**config.mk**
```make
export PLATFORM = sky130hd
export DESIGN_NAME = assoc_cache_host_flat
export DESIGN_NICKNAME = d
export VERILOG_FILES = /design/src/rtl/assoc_cache_host_if.sv /design/src/rtl/assoc_cache_host.sv /design/src/flat_wrapper.sv
export SDC_FILE = /design/constraint.sdc
export NUM_CORES = 1
export LEC_CHECK = 0
export ABC_AREA = 1
export CORE_ASPECT_RATIO = 0.9
export CORE_UTILIZATION = 27
export DETAILED_ROUTE_END_ITERATION = 6
export MAX_ROUTING_LAYER = met4
export SLEW_MARGIN = 5
export SYNTH_ARGS = -nofsm -noshare
export SYNTH_HDL_FRONTEND = slang
export SYNTH_SLANG_ARGS = --single-unit
export TNS_END_PERCENT = 50
```
**constraint.sdc**
```tcl
create_clock -name clk -period 5.1 [get_ports clk]
set_clock_uncertainty 0.2 [all_clocks]
set_input_delay 1.02 -clock clk [delete_from_list [all_inputs] [get_ports clk]]
set_output_delay 1.02 -clock clk [all_outputs]
set_load 0.02 [all_outputs]
```
**src/rtl/assoc_cache_host_if.sv**
```systemverilog
// Request/response bus of the set-associative cache host.
// The master drives requests and flush; the slave (cache) returns responses and stats.
interface assoc_cache_host_if #(
    parameter int DATA_WIDTH = 16,
    parameter int TAG_WIDTH  = 4,
    parameter int IDX_W      = 3
);
    logic                  req_valid;
    logic                  req_ready;
    logic                  req_write;
    logic [TAG_WIDTH-1:0]  req_tag;
    logic [IDX_W-1:0]      req_index;
    logic [DATA_WIDTH-1:0] req_wdata;
    logic                  flush;
    logic                  rsp_valid;
    logic [DATA_WIDTH-1:0] rsp_data;
    logic                  rsp_hit;
    logic                  busy;
    logic [15:0]           hit_count;
    logic [15:0]           miss_count;

    modport master (
        output req_valid, req_write, req_tag, req_index, req_wdata, flush,
        input  req_ready, rsp_valid, rsp_data, rsp_hit, busy, hit_count, miss_count
    );

    modport slave (
        input  req_valid, req_write, req_tag, req_index, req_wdata, flush,
        output req_ready, rsp_valid, rsp_data, rsp_hit, busy, hit_count, miss_count
    );
endinterface

```
**src/rtl/assoc_cache_host.sv**
```systemverilog
// Set-associative cache host: one request per 3 cycles (IDLE->LOOKUP->RESPOND),
// round-robin victim on full sets, sequential per-set flush, saturating hit/miss stats.
module assoc_cache_host #(
    parameter int NUM_SETS   = 8,
    parameter int NUM_WAYS   = 2,
    parameter int DATA_WIDTH = 16,
    parameter int TAG_WIDTH  = 4
) (
    input  logic              clk,
    input  logic              rst,
    assoc_cache_host_if.slave bus
);
    localparam int IDX_W = $clog2(NUM_SETS);
    localparam int WAY_W = (NUM_WAYS > 1) ? $clog2(NUM_WAYS) : 1;

    typedef enum logic [1:0] {IDLE, LOOKUP, RESPOND, FLUSH} state_t;

    typedef struct packed {
        logic                  write;
        logic [TAG_WIDTH-1:0]  tag;
        logic [IDX_W-1:0]      idx;
        logic [DATA_WIDTH-1:0] wdata;
    } req_t;

    state_t state_q, state_d;
    req_t   req_q;

    logic [NUM_SETS-1:0][NUM_WAYS-1:0]                 valid_q;
    logic [NUM_SETS-1:0][WAY_W-1:0]                    rr_q;
    logic [NUM_SETS-1:0][NUM_WAYS-1:0][TAG_WIDTH-1:0]  tag_q;
    logic [NUM_SETS-1:0][NUM_WAYS-1:0][DATA_WIDTH-1:0] data_q;

    logic [IDX_W-1:0]      flush_idx_q;
    logic [15:0]           hit_cnt, miss_cnt;
    logic [DATA_WIDTH-1:0] rsp_data_q;
    logic                  rsp_hit_q;

    logic [NUM_WAYS-1:0] hit_vec;
    logic                hit, any_inv, accept, flush_last;
    logic [WAY_W-1:0]    hit_way, inv_way, victim, rr_next;

    for (genvar w = 0; w < NUM_WAYS; w++) begin : g_way
        assign hit_vec[w] = valid_q[req_q.idx][w] && (tag_q[req_q.idx][w] == req_q.tag);
    end

    // Descending scan so the lowest-numbered matching / invalid way wins.
    always_comb begin
        hit_way = '0;
        inv_way = '0;
        any_inv = 1'b0;
        for (int w = NUM_WAYS - 1; w >= 0; w--) begin
            if (hit_vec[w]) hit_way = WAY_W'(w);
            if (!valid_q[req_q.idx][w]) begin
                inv_way = WAY_W'(w);
                any_inv = 1'b1;
            end
        end
    end

    assign hit        = |hit_vec;
    assign victim     = any_inv ? inv_way : rr_q[req_q.idx];
    assign rr_next    = (rr_q[req_q.idx] == WAY_W'(NUM_WAYS - 1)) ? '0 : rr_q[req_q.idx] + 1'b1;
    assign flush_last = (flush_idx_q == IDX_W'(NUM_SETS - 1));

    assign bus.req_ready  = (state_q == IDLE) && !bus.flush && !rst;
    assign accept         = bus.req_valid && bus.req_ready;
    assign bus.busy       = (state_q != IDLE);
    assign bus.rsp_valid  = (state_q == RESPOND);
    assign bus.rsp_data   = rsp_data_q;
    assign bus.rsp_hit    = rsp_hit_q;
    assign bus.hit_count  = hit_cnt;
    assign bus.miss_count = miss_cnt;

    always_comb begin
        state_d = state_q;
        case (state_q)
            IDLE: begin
                if (bus.flush)          state_d = FLUSH;
                else if (bus.req_valid) state_d = LOOKUP;
            end
            LOOKUP:  state_d = RESPOND;
            RESPOND: state_d = IDLE;
            FLUSH:   if (flush_last) state_d = RESPOND;
            default: state_d = IDLE;
        endcase
    end

    // Control state, valid bits, pointers, stats and response registers.
    always_ff @(posedge clk) begin
        if (rst) begin
            state_q     <= IDLE;
            valid_q     <= '0;
            rr_q        <= '0;
            flush_idx_q <= '0;
            hit_cnt     <= '0;
            miss_cnt    <= '0;
            rsp_data_q  <= '0;
            rsp_hit_q   <= 1'b0;
        end else begin
            state_q <= state_d;
            case (state_q)
                IDLE: flush_idx_q <= '0;
                LOOKUP: begin
                    if (hit) begin
                        if (hit_cnt != 16'hFFFF) hit_cnt <= hit_cnt + 16'd1;
                    end else begin
                        if (miss_cnt != 16'hFFFF) miss_cnt <= miss_cnt + 16'd1;
                    end
                    rsp_hit_q  <= hit;
                    rsp_data_q <= (!req_q.write && hit) ? data_q[req_q.idx][hit_way] : '0;
                    if (req_q.write && !hit) begin
                        valid_q[req_q.idx][victim] <= 1'b1;
                        if (!any_inv) rr_q[req_q.idx] <= rr_next;
                    end
                end
                FLUSH: begin
                    valid_q[flush_idx_q] <= '0;
                    rr_q[flush_idx_q]    <= '0;
                    flush_idx_q          <= flush_idx_q + 1'b1;
                    if (flush_last) begin
                        rsp_hit_q  <= 1'b0;
                        rsp_data_q <= '0;
                    end
                end
                default: ;
            endcase
        end
    end

    // Tag/data arrays and the request latch carry no reset; reset only blocks updates.
    always_ff @(posedge clk) begin
        if (!rst) begin
            if (accept) begin
                req_q <= '{write: bus.req_write, tag: bus.req_tag,
                           idx: bus.req_index, wdata: bus.req_wdata};
            end
            if (state_q == LOOKUP && req_q.write) begin
                if (hit) begin
                    data_q[req_q.idx][hit_way] <= req_q.wdata;
                end else begin
                    data_q[req_q.idx][victim] <= req_q.wdata;
                    tag_q[req_q.idx][victim]  <= req_q.tag;
                end
            end
        end
    end
endmodule
```
**src/flat_wrapper.sv**
```systemverilog
// flat-port wrapper written by rule: the top's interface ports become plain ports
module assoc_cache_host_flat 
#(
    parameter int NUM_SETS   = 8,
    parameter int NUM_WAYS   = 2,
    parameter int DATA_WIDTH = 16,
    parameter int TAG_WIDTH  = 4
)
  (clk, rst, bus_req_valid, bus_req_write, bus_req_tag, bus_req_index, bus_req_wdata, bus_flush, bus_req_ready, bus_rsp_valid, bus_rsp_data, bus_rsp_hit, bus_busy, bus_hit_count, bus_miss_count);
  assoc_cache_host_if #(.DATA_WIDTH(DATA_WIDTH), .TAG_WIDTH(TAG_WIDTH)) bus_i ();
  input  logic clk;
  input  logic rst;
  input wire logic [$bits(bus_i.req_valid)-1:0] bus_req_valid;
  input wire logic [$bits(bus_i.req_write)-1:0] bus_req_write;
  input wire logic [$bits(bus_i.req_tag)-1:0] bus_req_tag;
  input wire logic [$bits(bus_i.req_index)-1:0] bus_req_index;
  input wire logic [$bits(bus_i.req_wdata)-1:0] bus_req_wdata;
  input wire logic [$bits(bus_i.flush)-1:0] bus_flush;
  output wire logic [$bits(bus_i.req_ready)-1:0] bus_req_ready;
  output wire logic [$bits(bus_i.rsp_valid)-1:0] bus_rsp_valid;
  output wire logic [$bits(bus_i.rsp_data)-1:0] bus_rsp_data;
  output wire logic [$bits(bus_i.rsp_hit)-1:0] bus_rsp_hit;
  output wire logic [$bits(bus_i.busy)-1:0] bus_busy;
  output wire logic [$bits(bus_i.hit_count)-1:0] bus_hit_count;
  output wire logic [$bits(bus_i.miss_count)-1:0] bus_miss_count;
  assign bus_i.req_valid = bus_req_valid;
  assign bus_i.req_write = bus_req_write;
  assign bus_i.req_tag = bus_req_tag;
  assign bus_i.req_index = bus_req_index;
  assign bus_i.req_wdata = bus_req_wdata;
  assign bus_i.flush = bus_flush;
  assign bus_req_ready = bus_i.req_ready;
  assign bus_rsp_valid = bus_i.rsp_valid;
  assign bus_rsp_data = bus_i.rsp_data;
  assign bus_rsp_hit = bus_i.rsp_hit;
  assign bus_busy = bus_i.busy;
  assign bus_hit_count = bus_i.hit_count;
  assign bus_miss_count = bus_i.miss_count;
  assoc_cache_host #(.NUM_SETS(NUM_SETS), .NUM_WAYS(NUM_WAYS), .DATA_WIDTH(DATA_WIDTH), .TAG_WIDTH(TAG_WIDTH)) u_core (.clk(clk), .rst(rst), .bus(bus_i));
endmodule
```
# Word level (Yosys, flattened, before mapping)
# Index checks and enable logic that the tools add are counted.
# W data, S select, Z words.
[totals]
reg_bits = 422
input_bits = 28
output_inout_bits = 52
word_cells = 178
[op_classes]
add_sub_neg = 4
n_lt_le_gt_ge = 8
eq_ne = 12
mux = 59
n_bitwise = 7
reduce_logical = 30
[op_table]
columns = ["op", "n"]
rows = [
  ["$bwmux W256", 2],
  ["$mux W256", 1],
  ["$demux W32 S3", 2],
  ["$mux W16", 7],
  ["$bmux W32 S3", 1],
  ["$mux W32", 3],
  ["$bwmux W64", 1],
  ["$pmux W16 S2", 2],
  ["$add A16 B1 Y16 const B", 2],
  ["$demux W16 S1", 2],
  ["$mux W8", 4],
  ["$ne A16 B16 Y1 const B", 2],
  ["$bmux W8 S3", 1],
  ["$demux W8 S3", 1],
  ["$and A16 B16 Y16", 1],
  ["$not A16 Y16", 1],
  ["$or A16 B16 Y16", 1],
  ["$pmux W8 S2", 1],
  ["$demux W2 S3", 2],
  ["$logic_and A1 B1 Y1", 12],
  ["$mux W1", 12],
  ["$mux W2", 6],
  ["$reduce_and A3 Y1", 4],
  ["$reduce_and A2 Y1", 5],
  ["other kinds (30)", 44],
]

# Depth between registers and ports, before layout
[logic_depth]
ltp_word = 14
ltp_mapped = 21
mapped_depth_nobuf = 18

# Worst setup path before layout
# Ideal clock, no wire load.
[synth_path]
path_kind = "in2reg"
startpoint = "in bus_flush"
endpoint = "reg u_core.req_q[0] (netlist bit), enable pin"
setup_time_ns = 0.440
arrival_ns = 3.161
required_ns = 4.460
slack_ns = 1.299
path_stages = 2
n_path_buf = 0
cell_sequence = "or2_2 > nor3b_1"
[synth_via]
elab_chain_cells = 5
[synth_lines]
columns = ["element", "line_no", "rtl"]
rows = [
  ["from (decl)", "flat_wrapper.sv:18", "input wire logic [$bits(bus_i.flush)-1:0] bus_flush;"],
  ["$logic_not A1 Y1", "assoc_cache_host.sv:65", "assign bus.req_ready = (state_q == IDLE) && !bus.flush && !rst;"],
  ["$logic_and A1 B1 Y1 (2 in a row)", "assoc_cache_host.sv:65", ""],
  ["$logic_and A1 B1 Y1", "assoc_cache_host.sv:66", "assign accept = bus.req_valid && bus.req_ready;"],
  ["$reduce_and A2 Y1 (no source line)", "n/a", ""],
  ["to (signal assigned)", "assoc_cache_host.sv:134", "req_q <= '{write: bus.req_write, tag: bus.req_tag,"],
  ["to (decl)", "assoc_cache_host.sv:26", "req_t req_q;"],
]
# No other way between the ends.
# A chain may end at the register's enable or synchronous reset.

==> impl_metrics.json <==
{
  "syn_inst": 1951,
  "core_um2": 70330,
  "avgSynthCellArea_um2": 9.890,
  "path_clk_slew_ps": 60,
  "antenna_cells": 0,
  "multi_input_comb_area_um2": 6103,
  "syn_to_final_growth_pct": 16.02,
  "finalMaxSlewViolations": 0,
  "die_w_um": 283.8,
  "setup_tns_ps": 0,
  "hp-start": "u_core.valid_q[0]",
  "gr-total-overflow": 0,
  "grtUsageTotal": 0.1439,
  "arrival_ps": 4300,
  "setup_viol": 0,
  "fin_crit_sh": 0.8414,
  "remaining_drc_errors": 0,
  "syn_nets": 1987,
  "grt_pass1_wl_um": 80330,
  "viasPerCell": 4.763,
  "r2r-start": "u_core.req_q[16]",
  "port_buffers": 79,
  "antenna_left": 0,
  "crit_top_cell": "nand2_1",
  "dp_cells": 2889,
  "critPathCaptureType": "flop",
  "holdWs_ps": 268.0,
  "rsz0062_at_grt": "no",
  "dp_hpwl_um": 33820,
  "relSlewSlack": 0.2524,
  "grt_pass1_vias": 14190,
  "min_period_ps": 4291,
  "fin_cells": 2973,
  "worstHoldEndpoint": "u_core.valid_q[0]",
  "cp-start-kind": "flop",
  "cts_tree": "yes",
  "drt_iter0_drc": 1270,
  "peakVddDrop_mv": 0.2044,
  "antenna_found_initial": 0,
  "cts-hold-fix-buffers": 0,
  "tightest_slew_ps": 1117,
  "async_reset_ff_frac": 0,
  "leakage_nw": 8.000,
  "final-seq-area_um2": 11890,
  "status": "finished clean",
  "r2r_end": "u_core.data_q[241]",
  "vias": 14160,
  "synth_ff_type": "edfxtp_1",
  "die_height_um": 255.6,
  "num_rows": 92,
  "synth_edf_count": 344,
  "crit_required_ps": 5110,
  "ios": 80,
  "postCtsSetupBuffers": 0,
  "synth-seq-cells": 422,
  "clk_path_buf_depth": 3,
  "holdCritPathClass": "reg2reg",
  "synth.distinct_cells": 48,
  "cp_top_family": "simple AND/OR/NAND/NOR gates",
  "nFillCells": 7053,
  "ctsResizeCount": 0,
  "start_util": 0.2744,
  "yosysSeqAreaShare": 0.6163,
  "htree_num_levels": 2,
  "routedWlPerCell_um": 17.26,
  "ys_warn_count": 0,
  "cts_sinks": 422,
  "cpPeakStageDelay_ps": 640,
  "dieArea_um2": 72540,
  "crit_path_cell_trace": "buf_4, nand2_1, nand2_1, nand2_1, nand2_1, nand2_1, nand2_1, nand2_1, nand2_1, inv_1, nand3_4, nand3_1, nor2_1, a31o_2",
  "clkLatencyLatePin_ps": 590,
  "regToRegSetupSlack_ps": 810,
  "cts-root-buf": "clkbuf_16",
  "worstSetupPathDepth": 14,
  "maxCapViolCount": 0,
  "fin_total_pwr_mw": 8.035,
  "worstPathMaxFanout": 42,
  "hold_path_depth": 2,
  "synth_area_um2": 19300,
  "drive_above_1_share": 0.1067,
  "cellPowerDensity_nw_per_um2": 358.9,
  "dr.pass1.iters": 7,
  "cts_buffers": 45,
  "final_core_util": 0.3183,
  "worst-setup-path-type": "reg2reg",
  "slowest_stage": "edfxtp_1",
  "gp_congestion": 0.9111,
  "grt_start_max_net_pins": 53,
  "worstPathBufferInverterCount": 2,
  "hold_viol_final": 0,
  "wl_um": 51310,
  "nets": 2032,
  "reg2reg_depth": 14,
  "fmax_mhz": 233.1
}
-- sequential cells by signal, summed over array words and instances (netlist names) --
name / flops
u_core.tag_q: 64
u_core.bus.rsp_data: 16
u_core.data_q: 256
u_core.bus.hit_count: 16
u_core.bus.miss_count: 16
u_core.state_q: 2
u_core.req_q: 24
u_core.rr_q: 8
u_core.flush_idx_q: 3
u_core.bus.rsp_hit: 1
u_core.valid_q: 16
-- metal layers --
metal,wire length [µm],vias to the layer above,GRT usage
met1,21910,6882,0.1795
met2,25070,459,0.2376
met3,2830,93,0.01988
met4,1500,0,0.05135
met5,0,-,-
li1,-,6725,-
-- cells by family after synthesis --
family | count (synthesis) | synth area share
xor+xnor | 18 | 0.008170
buf+inv | 285 | 0.06886
simple gates | 968 | 0.2225
fa+ha+maj | 8 | 0.005188
compound gates | 250 | 0.07904
flops | 422 | 0.6163
-- tightest hold or removal path: stages (launching register included) --
cell and delay [ps]:
dfxtp_1 310, nand2_1 60, a21oi_1 50
-- metrics by stage --
stage | worst slack [ps] | instance area [µm²]
after floorplan | 1299 | 19300
after global placement | 1039 | 20860
after detailed placement | 822.1 | 20860
after CTS | 815.7 | 22390
after global routing | 316.1 | 22390
final | 809.1 | 22390
-- final cells by class --
cell class	instances	area share
flip-flops and latches	422	0.5312
multi-input cells	1244	0.2726
clock buffers	56	0.05533
well taps	940	0.05253
repair buffers	112	0.04616
inverters	171	0.02923
clock inverters	28	0.01297
-- cells in the mapped netlist (20+ instances only) --
cell type  instances  area share
nor3_1            94       0.024
nand2_1          332       0.065
inv_1            161       0.031
clkbuf_1          56       0.011
nand3_1           91       0.024
edfxtp_1         344        0.54
dfxtp_1           78       0.081
nor2_1           326       0.063
o21ai_0           42       0.011
a21oi_1           73       0.019
o22ai_1           90       0.029
buf_2             20      0.0052
nor2_2            52       0.017
buf_6             26       0.015
-- how the worst max path moves through the flow --
stage	slack (ps)	end	from
2_1_floorplan	1300	u_core.req_q[0]	bus_flush
3_3_place_gp	1040	u_core.data_q[247]	u_core.req_q[16]
3_5_place_dp	820	u_core.data_q[254]	u_core.req_q[16]
4_1_cts	820	u_core.data_q[249]	u_core.req_q[16]
5_1_grt	320	u_core.data_q[249]	u_core.req_q[16]
6_report	810	u_core.data_q[241]	u_core.req_q[16]
-- power by group --
part / switching, mW / internal, mW / total (mW)
Clock: 1.40 / 1.99 / 3.38
Combinational: 0.615 / 0.231 / 0.846
Sequential: 0.0461 / 3.76 / 3.80
Total: 2.06 / 5.98 / 8.03
-- placed cells by master, fill, tap and decap left out, types with 10 or more instances in the layout --
master           synthesis  layout
dfxtp_1                 78      78
clkbuf_16                0      46
o22ai_1                 90      90
or2_2                   13      13
o22a_1                  12      12
o21ai_0                 42      42
nand3_1                 91      91
nand2_1                332     329
buf_4                    7      33
xor2_1                  13      13
clkdlybuf4s50_1          0      78
inv_1                  161     161
nand2_2                  7      10
edfxtp_1               344     344
nor3_1                  94      91
a21oi_1                 73      73
nor2_1                 326     326
nor2_2                  52      52
nand2_4                 10      10
nand4_1                 16      16
(Power assumes the default switching activity.)
